[src/rtl/mdu_pkg.sv]
// Shared definitions for the kanade32 multiply/divide unit: op codes and FSM states.
package mdu_pkg;

    localparam int MDU_W     = 32;
    localparam int MDU_ITERS = 32;

    typedef enum logic [1:0] {
        MDU_OP_MULTU = 2'd0,
        MDU_OP_MULT  = 2'd1,
        MDU_OP_DIVU  = 2'd2,
        MDU_OP_DIV   = 2'd3
    } mdu_op_e;

    typedef enum logic [1:0] {
        MDU_ST_IDLE = 2'd0,
        MDU_ST_CALC = 2'd1,
        MDU_ST_FIX  = 2'd2
    } mdu_state_e;

endpackage

[src/rtl/mdu_if.sv]
// Execute-stage bundle between the pipeline and the MDU.
interface mdu_if;
    import mdu_pkg::*;

    logic        start;
    mdu_op_e     op;
    logic [31:0] a;
    logic [31:0] b;
    logic        hi_we;
    logic        lo_we;
    logic [31:0] wdata;
    logic [31:0] hi;
    logic [31:0] lo;
    logic        busy;
    logic        done;

    modport master (
        output start, op, a, b, hi_we, lo_we, wdata,
        input  hi, lo, busy, done
    );

    modport slave (
        input  start, op, a, b, hi_we, lo_we, wdata,
        output hi, lo, busy, done
    );
endinterface

[src/rtl/mdu_negate64.sv]
// Conditional two's-complement negation. 64 bits for the product fix-up;
// narrower instances serve operand magnitudes and quotient/remainder.
module mdu_negate64 #(
    parameter int W = 64
) (
    input  logic [W-1:0] x_i,
    input  logic         neg_i,
    output logic [W-1:0] y_o
);
    assign y_o = neg_i ? (~x_i + {{(W-1){1'b0}}, 1'b1}) : x_i;
endmodule

[src/rtl/mdu.sv]
// Multi-cycle multiply/divide unit: 32 shift-add or restoring-divide
// iterations, one sign fix-up cycle, result held in HI/LO.
module mdu
    import mdu_pkg::*;
(
    input  logic  clk,
    input  logic  rst_n,
    mdu_if.slave  bus
);
    mdu_state_e  state_q, state_d;
    logic [4:0]  cnt_q, cnt_d;
    logic [63:0] acc_q, acc_d;    // product accumulator / partial remainder
    logic [31:0] sreg_q, sreg_d;  // multiplier bits out / dividend in, quotient in
    logic [31:0] opnd_q, opnd_d;  // multiplicand or divisor magnitude
    mdu_op_e     op_q, op_d;
    logic        negq_q, negq_d;  // product/quotient sign differs
    logic        negr_q, negr_d;  // dividend negative
    logic        dz_q, dz_d;
    logic [31:0] hi_q, hi_d, lo_q, lo_d;
    logic        busy_q, busy_d, done_q, done_d;

    logic        is_div_in, signed_in, a_neg, b_neg, is_div_q;
    logic [31:0] a_mag, b_mag, quo_fix, rem_fix;
    logic [63:0] prod_fix;
    logic [32:0] mul_sum, div_sh;
    logic [31:0] div_rem;
    logic        div_ge;

    assign is_div_in = (bus.op == MDU_OP_DIVU) || (bus.op == MDU_OP_DIV);
    assign signed_in = (bus.op == MDU_OP_MULT) || (bus.op == MDU_OP_DIV);
    assign a_neg     = signed_in & bus.a[31];
    assign b_neg     = signed_in & bus.b[31];
    assign is_div_q  = (op_q == MDU_OP_DIVU) || (op_q == MDU_OP_DIV);

    mdu_negate64 #(.W(32)) u_neg_a (.x_i(bus.a), .neg_i(a_neg), .y_o(a_mag));
    mdu_negate64 #(.W(32)) u_neg_b (.x_i(bus.b), .neg_i(b_neg), .y_o(b_mag));
    mdu_negate64 #(.W(64)) u_neg_p (.x_i(acc_q), .neg_i(negq_q), .y_o(prod_fix));
    mdu_negate64 #(.W(32)) u_neg_q (.x_i(sreg_q), .neg_i(negq_q), .y_o(quo_fix));
    mdu_negate64 #(.W(32)) u_neg_r (.x_i(acc_q[31:0]), .neg_i(negr_q), .y_o(rem_fix));

    // Shift-add: add multiplicand into the upper half, shift the 64-bit pair right.
    assign mul_sum = {1'b0, acc_q[63:32]} + (sreg_q[0] ? {1'b0, opnd_q} : 33'd0);
    // Restoring divide: shift next dividend bit into remainder, subtract if it fits.
    // The remainder stays below the divisor, so the 32-bit difference never wraps.
    assign div_sh  = {acc_q[31:0], sreg_q[31]};
    assign div_ge  = (div_sh >= {1'b0, opnd_q});
    assign div_rem = div_sh[31:0] - opnd_q;

    // Next-state, datapath and HI/LO update.
    always_comb begin
        state_d = state_q;
        cnt_d   = cnt_q;
        acc_d   = acc_q;
        sreg_d  = sreg_q;
        opnd_d  = opnd_q;
        op_d    = op_q;
        negq_d  = negq_q;
        negr_d  = negr_q;
        dz_d    = dz_q;
        hi_d    = hi_q;
        lo_d    = lo_q;
        done_d  = 1'b0;
        unique case (state_q)
            MDU_ST_IDLE: begin
                if (bus.hi_we) hi_d = bus.wdata;
                if (bus.lo_we) lo_d = bus.wdata;
                if (bus.start) begin
                    state_d = MDU_ST_CALC;
                    cnt_d   = 5'd0;
                    op_d    = bus.op;
                    acc_d   = 64'd0;
                    sreg_d  = is_div_in ? a_mag : b_mag;
                    opnd_d  = is_div_in ? b_mag : a_mag;
                    negq_d  = a_neg ^ b_neg;
                    negr_d  = a_neg;
                    dz_d    = is_div_in && (bus.b == 32'd0);
                end
            end
            MDU_ST_CALC: begin
                cnt_d = cnt_q + 5'd1;
                if (is_div_q) begin
                    acc_d  = {32'd0, div_ge ? div_rem : div_sh[31:0]};
                    sreg_d = {sreg_q[30:0], div_ge};
                end else begin
                    acc_d  = {mul_sum[32:1], mul_sum[0], acc_q[31:1]};
                    sreg_d = {1'b0, sreg_q[31:1]};
                end
                if (cnt_q == 5'(MDU_ITERS - 1)) state_d = MDU_ST_FIX;
            end
            MDU_ST_FIX: begin
                state_d = MDU_ST_IDLE;
                done_d  = 1'b1;
                if (is_div_q) begin
                    // With a zero divisor the remainder path already rebuilds raw a.
                    lo_d = dz_q ? 32'hFFFF_FFFF : quo_fix;
                    hi_d = rem_fix;
                end else begin
                    {hi_d, lo_d} = prod_fix;
                end
            end
            default: state_d = MDU_ST_IDLE;
        endcase
        busy_d = (state_d != MDU_ST_IDLE);
    end

    // State and datapath registers.
    always_ff @(posedge clk or negedge rst_n) begin
        if (!rst_n) begin
            state_q <= MDU_ST_IDLE;
            cnt_q   <= 5'd0;
            acc_q   <= 64'd0;
            sreg_q  <= 32'd0;
            opnd_q  <= 32'd0;
            op_q    <= MDU_OP_MULTU;
            negq_q  <= 1'b0;
            negr_q  <= 1'b0;
            dz_q    <= 1'b0;
            hi_q    <= 32'd0;
            lo_q    <= 32'd0;
            busy_q  <= 1'b0;
            done_q  <= 1'b0;
        end else begin
            state_q <= state_d;
            cnt_q   <= cnt_d;
            acc_q   <= acc_d;
            sreg_q  <= sreg_d;
            opnd_q  <= opnd_d;
            op_q    <= op_d;
            negq_q  <= negq_d;
            negr_q  <= negr_d;
            dz_q    <= dz_d;
            hi_q    <= hi_d;
            lo_q    <= lo_d;
            busy_q  <= busy_d;
            done_q  <= done_d;
        end
    end

    assign bus.hi   = hi_q;
    assign bus.lo   = lo_q;
    assign bus.busy = busy_q;
    assign bus.done = done_q;
endmodule

[src/flat_wrapper.sv]
// flat-port wrapper written by rule: the top's interface ports become plain ports
module mdu_flat import mdu_pkg::*;
  (clk, rst_n, bus_start, bus_op, bus_a, bus_b, bus_hi_we, bus_lo_we, bus_wdata, bus_hi, bus_lo, bus_busy, bus_done);
  mdu_if bus_i ();
  input  logic clk;
  input  logic rst_n;
  input wire logic [$bits(bus_i.start)-1:0] bus_start;
  input wire logic [$bits(bus_i.op)-1:0] bus_op;
  input wire logic [$bits(bus_i.a)-1:0] bus_a;
  input wire logic [$bits(bus_i.b)-1:0] bus_b;
  input wire logic [$bits(bus_i.hi_we)-1:0] bus_hi_we;
  input wire logic [$bits(bus_i.lo_we)-1:0] bus_lo_we;
  input wire logic [$bits(bus_i.wdata)-1:0] bus_wdata;
  output wire logic [$bits(bus_i.hi)-1:0] bus_hi;
  output wire logic [$bits(bus_i.lo)-1:0] bus_lo;
  output wire logic [$bits(bus_i.busy)-1:0] bus_busy;
  output wire logic [$bits(bus_i.done)-1:0] bus_done;
  assign bus_i.start = bus_start;
  assign bus_i.op = bus_op;
  assign bus_i.a = bus_a;
  assign bus_i.b = bus_b;
  assign bus_i.hi_we = bus_hi_we;
  assign bus_i.lo_we = bus_lo_we;
  assign bus_i.wdata = bus_wdata;
  assign bus_hi = bus_i.hi;
  assign bus_lo = bus_i.lo;
  assign bus_busy = bus_i.busy;
  assign bus_done = bus_i.done;
  mdu u_core (.clk(clk), .rst_n(rst_n), .bus(bus_i));
endmodule
[config.mk]
export PLATFORM = sky130hd
export DESIGN_NAME = mdu_flat
export DESIGN_NICKNAME = d
export VERILOG_FILES = /design/src/rtl/mdu_pkg.sv /design/src/rtl/mdu_if.sv /design/src/rtl/mdu_negate64.sv /design/src/rtl/mdu.sv /design/src/flat_wrapper.sv
export SDC_FILE = /design/constraint.sdc
export NUM_CORES = 1
export LEC_CHECK = 0
export ABC_CLOCK_PERIOD_IN_PS = 3700
export CAP_MARGIN = 20
export CORE_MARGIN = 4
export CORE_UTILIZATION = 31
export CTS_BUF_LIST = sky130_fd_sc_hd__clkbuf_4
export DETAILED_ROUTE_END_ITERATION = 10
export HOLD_SLACK_MARGIN = 0.15
export SLEW_MARGIN = 15
export SYNTH_ARGS = -nofsm -noshare
export SYNTH_HDL_FRONTEND = slang
export SYNTH_SLANG_ARGS = --single-unit
[constraint.sdc]
create_clock -name clk -period 3.7 [get_ports clk]
set_input_delay 0.555 -clock clk [delete_from_list [all_inputs] [get_ports clk]]
set_output_delay 0.555 -clock clk [all_outputs]
set_load 0.01 [all_outputs]
======== After elaboration in Yosys (flattened, before gate mapping) ========
Cells that the tools add are included.
storage, ports and cells
  input bits .............................. 103
  output and inout port bits .............. 66
  register bits after elaboration ......... 206
  logic and storage cells ................. 82
cells by class
  add/sub/neg operators ................... 8
  bitwise operators ....................... 8
  mux-type cells .......................... 28
  reduce and logical (&&, ||, !) cells .... 13
  eq/ne operators ......................... 11
  order comparisons ....................... 1
operator list
  cell                   number
  $mux 32                15
  $mux 64                3
  $pmux 32 s2            3
  $add 32x1->32 const B  4
  $not 32->32            4
  $pmux 64 s2            1
  $add 64x1->64 const B  1
  $not 64->64            1
  $add 32x33->33         1
  $ge 33x32->1           1
  $logic_not 32->1       1
  $sub 32x32->32         1
  $eq 2x2->1 const B     5
  $pmux 5 s2             1
  $reduce_and 2->1       4
  $ne 2x2->1 const B     3
  $reduce_bool 2->1      3
  $add 5x1->5 const B    1
  $eq 5x5->1 const B     1
  $mux 5                 1
  $eq 2x1->1 const B     2
  $mux 2                 2
  $pmux 2 s2             1
  $logic_or 1x1->1       3
  5 further kinds        6

======== Depth between registers and ports, before layout ========
  word-level depth ........................ 7
  gate-level depth with buffers ........... 14
  depth with buffers taken out ............ 13

======== Modules after synthesis ========
Synthesis repeated with hierarchy kept, for this count alone.
second synthesis, totals
  cell total of the unflattened synthesis .. 2204
  area, all modules ....................... 18435.2 um^2
modules (own cells, without submodules)
  module                             cells an instance  area an instance (um^2)  seq. area each (um^2)  times used
  mdu                                1602               13678.1                  5129.9                 1
  mdu_negate64 (u_core.u_neg_a ...)  99                 777.0                    0.0                    4
  mdu_negate64 (u_core.u_neg_p)      206                1649.1                   0.0                    1

======== Worst setup path before layout ========
No wires, ideal clock.
  kind .................................... flip-flop to flip-flop
  from .................................... reg u_core.acc_q[40]
  to ...................................... reg u_core.hi_q[28] (netlist: u_core.bus.hi[28])
  period minus slack after synthesis ...... 3219 ps
  arrival ................................. 3096 ps
  slack ................................... 481 ps
  buffers on the path ..................... 0
  required time ........................... 3577 ps
  stages on the path, launching flop included .. 8
  library setup time ...................... 123 ps
  cells stage by stage .................... dfrtp_1 -> or4_4 -> or4_1 -> or4_4 -> or3_4 -> or4_4 -> a211oi_1 -> nor2_1
between the ends
  longest elaborated chain between the ends .. 5
RTL lines
  what                      RTL line            text
  start: declaration        mdu.sv:12           logic [63:0] acc_q, acc_d;
  start signal: assignment  mdu.sv:111          acc_q <= 64'd0;
  start signal: assignment  mdu.sv:125          acc_q <= acc_d;
  $not 64->64               mdu_negate64.sv:10  assign y_o = neg_i ? (~x_i + {{(W-1){1'b0}}, 1'b1}) : x_i;
  $add 64x1->64             mdu_negate64.sv:10
  $mux 64                   mdu_negate64.sv:10
  $mux 32                   mdu.sv:93           if (is_div_q) begin
  $pmux 32 s2               mdu.sv:63           unique case (state_q)
  end signal: assignment    mdu.sv:132          hi_q <= hi_d;
  end: declaration          mdu.sv:19           logic [31:0] hi_q, hi_d, lo_q, lo_d;
No other way between the ends.
A chain may end at the register's enable or synchronous reset.

======== Worst setup path in the final report ========
  from .................................... reg u_core.acc_q[40]
  to ...................................... reg u_core.hi_q[31] (netlist: u_core.bus.hi[31])
The elaborated chain is that of the path after synthesis.

==> flow_summary.toml <==
[pwr]
switching_power_w = 0.00952
power_density_mw_per_mm2 = 915
clkPwrFrac_pct = 11.3
internal_power_w = 0.00939
p_leak_nw = 8.59
switching_share_pct = 50.3
pwr-share-seq_pct = 24.3
irDropWorstVdd_mv = 0.427
combPwrFrac_pct = 64.4

[die]
start_util_pct = 31.6
dieArea_mm2 = 0.0592
ios = 169
die_w_um = 243
coreArea_mm2 = 0.0543
num_rows = 85
die_h_um = 243

[cts]
cts_buffer_depth = 3
cts_sinks = 205
cts_max_level = 2
postCtsSetupRepairBufs = 0
cts_tree = "yes"
cts_buffers = 60
cts_root_buf = "clkbuf_4"
clk_latency_ns = 0.79
clk_pin_slew_ns = 0.06

[flow_run]
maxCapViolCount = 0

[routing]
via_count = 17500
drc = 0
drt_wl_total_um = 65000
via_per_inst = 5.55
drtIter0Drc = 1557
postRouteAntennaNets = 0
wl_per_cell_um = 20.6
dr.pass1.iters = 6

[worst_setup_path]
worstPathMaxFanout = 5
endpoint_kind = "flop"
cp_common_cell = "or4_4"
slowest_delay_ns = 0.58
path_buf_inv = 1
crit_type = "reg2reg"
worstPathArrival_ns = 4.20
cp_top_family = "simple AND/OR/NAND/NOR gates"
crit_chain = "or4_4 > or4_1 > or4_4 > or3_1 > nor2_1 > inv_1 > o41ai_2 > xor2_1 > a221oi_1"
worstPathRequired_ns = 4.36
critPathSlowestCell = "or4_4"
start_kind = "flop"

[logic_synthesis]
syn_inst = 2207
synth_cell_types = 72
synth_area_mm2 = 0.0172
synth_warnings = 0
avgSynthCellArea_um2 = 7.78
synth_nets = 2382
synth_seq_cells = 205
ys_async_sr_fraction_pct = 100
synth_ff_type = "dfrtp_1"
synth_edf_count = 0
synth.yosys.seq_area_share_pct = 29.9

[global_routing]
grt-ovfl-total = 0
grt_use_total_pct = 21.0
grt_antenna_before_repair = 2
grt_pass1_wl_um = 99200
grt_pass1_vias = 16500
grt_max_degree = 102

[sta]
setup_violations = 0
fin_skew_ns = 0.0517
period_share_pct = 95.8
fmax_mhz = 282
timing.slew.headroom_pct = 32.3
hold_viol = 0
maxSlewViolCount = 0
worstMarginPinSlew_ns = 1.01
tns_ns = 0
layout_min_cycle_time_ns = 3.55
rsz0062_at_grt = "no"

[cells_and_area]
layout.nets = 2542
layout_common_cells = "o21ai_0, nand2_1, dfrtp_1"
area_growth_pct = 20.4
final_area_mm2 = 0.0207
drive_above_1_share_pct = 9.26
final_cell_count_no_fill = 3149
final_common_cell = "o21ai_0"

[place]
place_congestion = 0.951
port_buffers = 168
dp.cells = 3042
place_area_mm2 = 0.0199
place_hpwl_um = 50400

[outcome]
status = "complete, no violations"

[worst_hold_path]
min_path_type = "in2reg"
-- final timing paths --
| kind | start | end | slack [ns] | cells after the start |
|---|---|---|---|---|
| max in group asynchronous | rst_n | u_core.op_q[1] | 2.34 | 3 |
| hold reg to reg | u_core.bus.lo[0] | u_core.bus.lo[0] | 0.48 | 2 |
| setup reg to reg | u_core.acc_q[40] | u_core.bus.hi[31] | 0.15 | 9 |
| hold / removal | bus_wdata[17] | u_core.bus.hi[17] | 0.43 | 3 |
| setup / recovery | u_core.acc_q[40] | u_core.bus.hi[31] | 0.15 | 9 |
| min in group asynchronous | rst_n | u_core.bus.lo[27] | 0.46 | 2 |
-- routing by layer --
metal  track usage [%]  vias up  part of all wire (%)
li1                  -     8290                     -
met1              31.4     8360                    48
met2              31.3      723                    42
met3              3.25       89                   7.9
met4              5.69        0                   2.3
met5                 0        -                     0
-- cell type report --
cell class                 instances  area (um^2)
antenna                            1         2.50
inverter                          77          289
timing repair buffer             263         2420
tap                              739          925
fill                            5618        33700
clock inverter                    15         60.1
clock buffer                      89          668
multi-input combinational       1760        11200
sequential                       205         5130
-- synth_stat cells (all sizes together) (11+ instances only) --
| master | instances | area (um^2) |
|---|---|---|
| or4 | 23 | 184 |
| o22ai | 13 | 81.3 |
| dfrtp | 205 | 5130 |
| inv | 75 | 282 |
| nand4 | 18 | 113 |
| xor2 | 111 | 972 |
| a22oi | 37 | 278 |
| o31ai | 39 | 293 |
| or3 | 33 | 211 |
| o21bai | 11 | 82.6 |
| nor3 | 29 | 145 |
| o211ai | 18 | 135 |
| o221ai | 19 | 166 |
| nand2b | 18 | 113 |
| and3 | 18 | 113 |
| a31oi | 28 | 175 |
| buf | 15 | 67.6 |
| o21ai | 266 | 1330 |
| a21o | 27 | 203 |
| a211oi | 14 | 105 |
| nand3 | 38 | 190 |
| xnor2 | 120 | 1050 |
| clkbuf | 150 | 563 |
| o41ai | 16 | 148 |
| ha | 70 | 876 |
| nor2 | 167 | 627 |
| a21oi | 188 | 941 |
| a221o | 12 | 120 |
| mux2i | 49 | 490 |
| nand2 | 254 | 953 |
-- per-stage QoR --
step | util, % | hold slack, ns | worst slack (ns) | power, W
2_1_floorplan | - | 0.259 | 0.481 | 0.0122
3_3_place_gp | 36.6 | 0.464 | 0.0873 | 0.0164
3_5_place_dp | 36.6 | 0.470 | 0.0464 | 0.0165
4_1_cts | 38.0 | 0.344 | 0.168 | 0.0188
5_1_grt | 38.0 | 0.375 | 0.00735 | 0.0203
6_report | 38.0 | 0.430 | 0.155 | 0.0189
-- power groups by stage --
stage / Clock [W] / Combinational, W / Sequential, W
2_1_floorplan: 0 / 0.00804 / 0.00411
3_3_place_gp: 0 / 0.0118 / 0.00457
3_5_place_dp: 0 / 0.0119 / 0.00461
4_1_cts: 0.00221 / 0.0120 / 0.00457
5_1_grt: 0.00232 / 0.0132 / 0.00472
6_report: 0.00214 / 0.0122 / 0.00459
-- logic make-up after synthesis --
group / share of synthesized area, %
muxes: 2.99
and+or+nand+nor: 17.8
adders and majority gates: 5.34
DFF: 29.9
AOI/OAI and AO/OA: 26.8
buffers and inverters: 5.36
xor gates and xnor gates: 11.8
-- worst min-delay path, cell delays in order --
cell             delay (ns)
clkdlybuf4s50_1        0.45
nand3_1                0.09
nand3_1                0.07
-- sequential cells by signal, summed over array words and instances (netlist names) --
name,count
u_core.acc_q,64
u_core.bus.hi,32
u_core.bus.lo,32
u_core.opnd_q,32
u_core.sreg_q,32
u_core.cnt_q,5
u_core.state_q,2
u_core.bus.busy,1
u_core.bus.done,1
u_core.dz_q,1
u_core.negq_q,1
u_core.negr_q,1
u_core.op_q,1
-- timing repair --
| item | in CTS | in global routing |
|---|---|---|
| gates resized for setup | 0 | 1 |
| hold endpoints to repair | 100 | 0 |
| endpoints found under the setup margin | 0 | 1 |
| hold buffers | 2 | 0 |
Note: power is estimated with default switching activity, not from simulation.
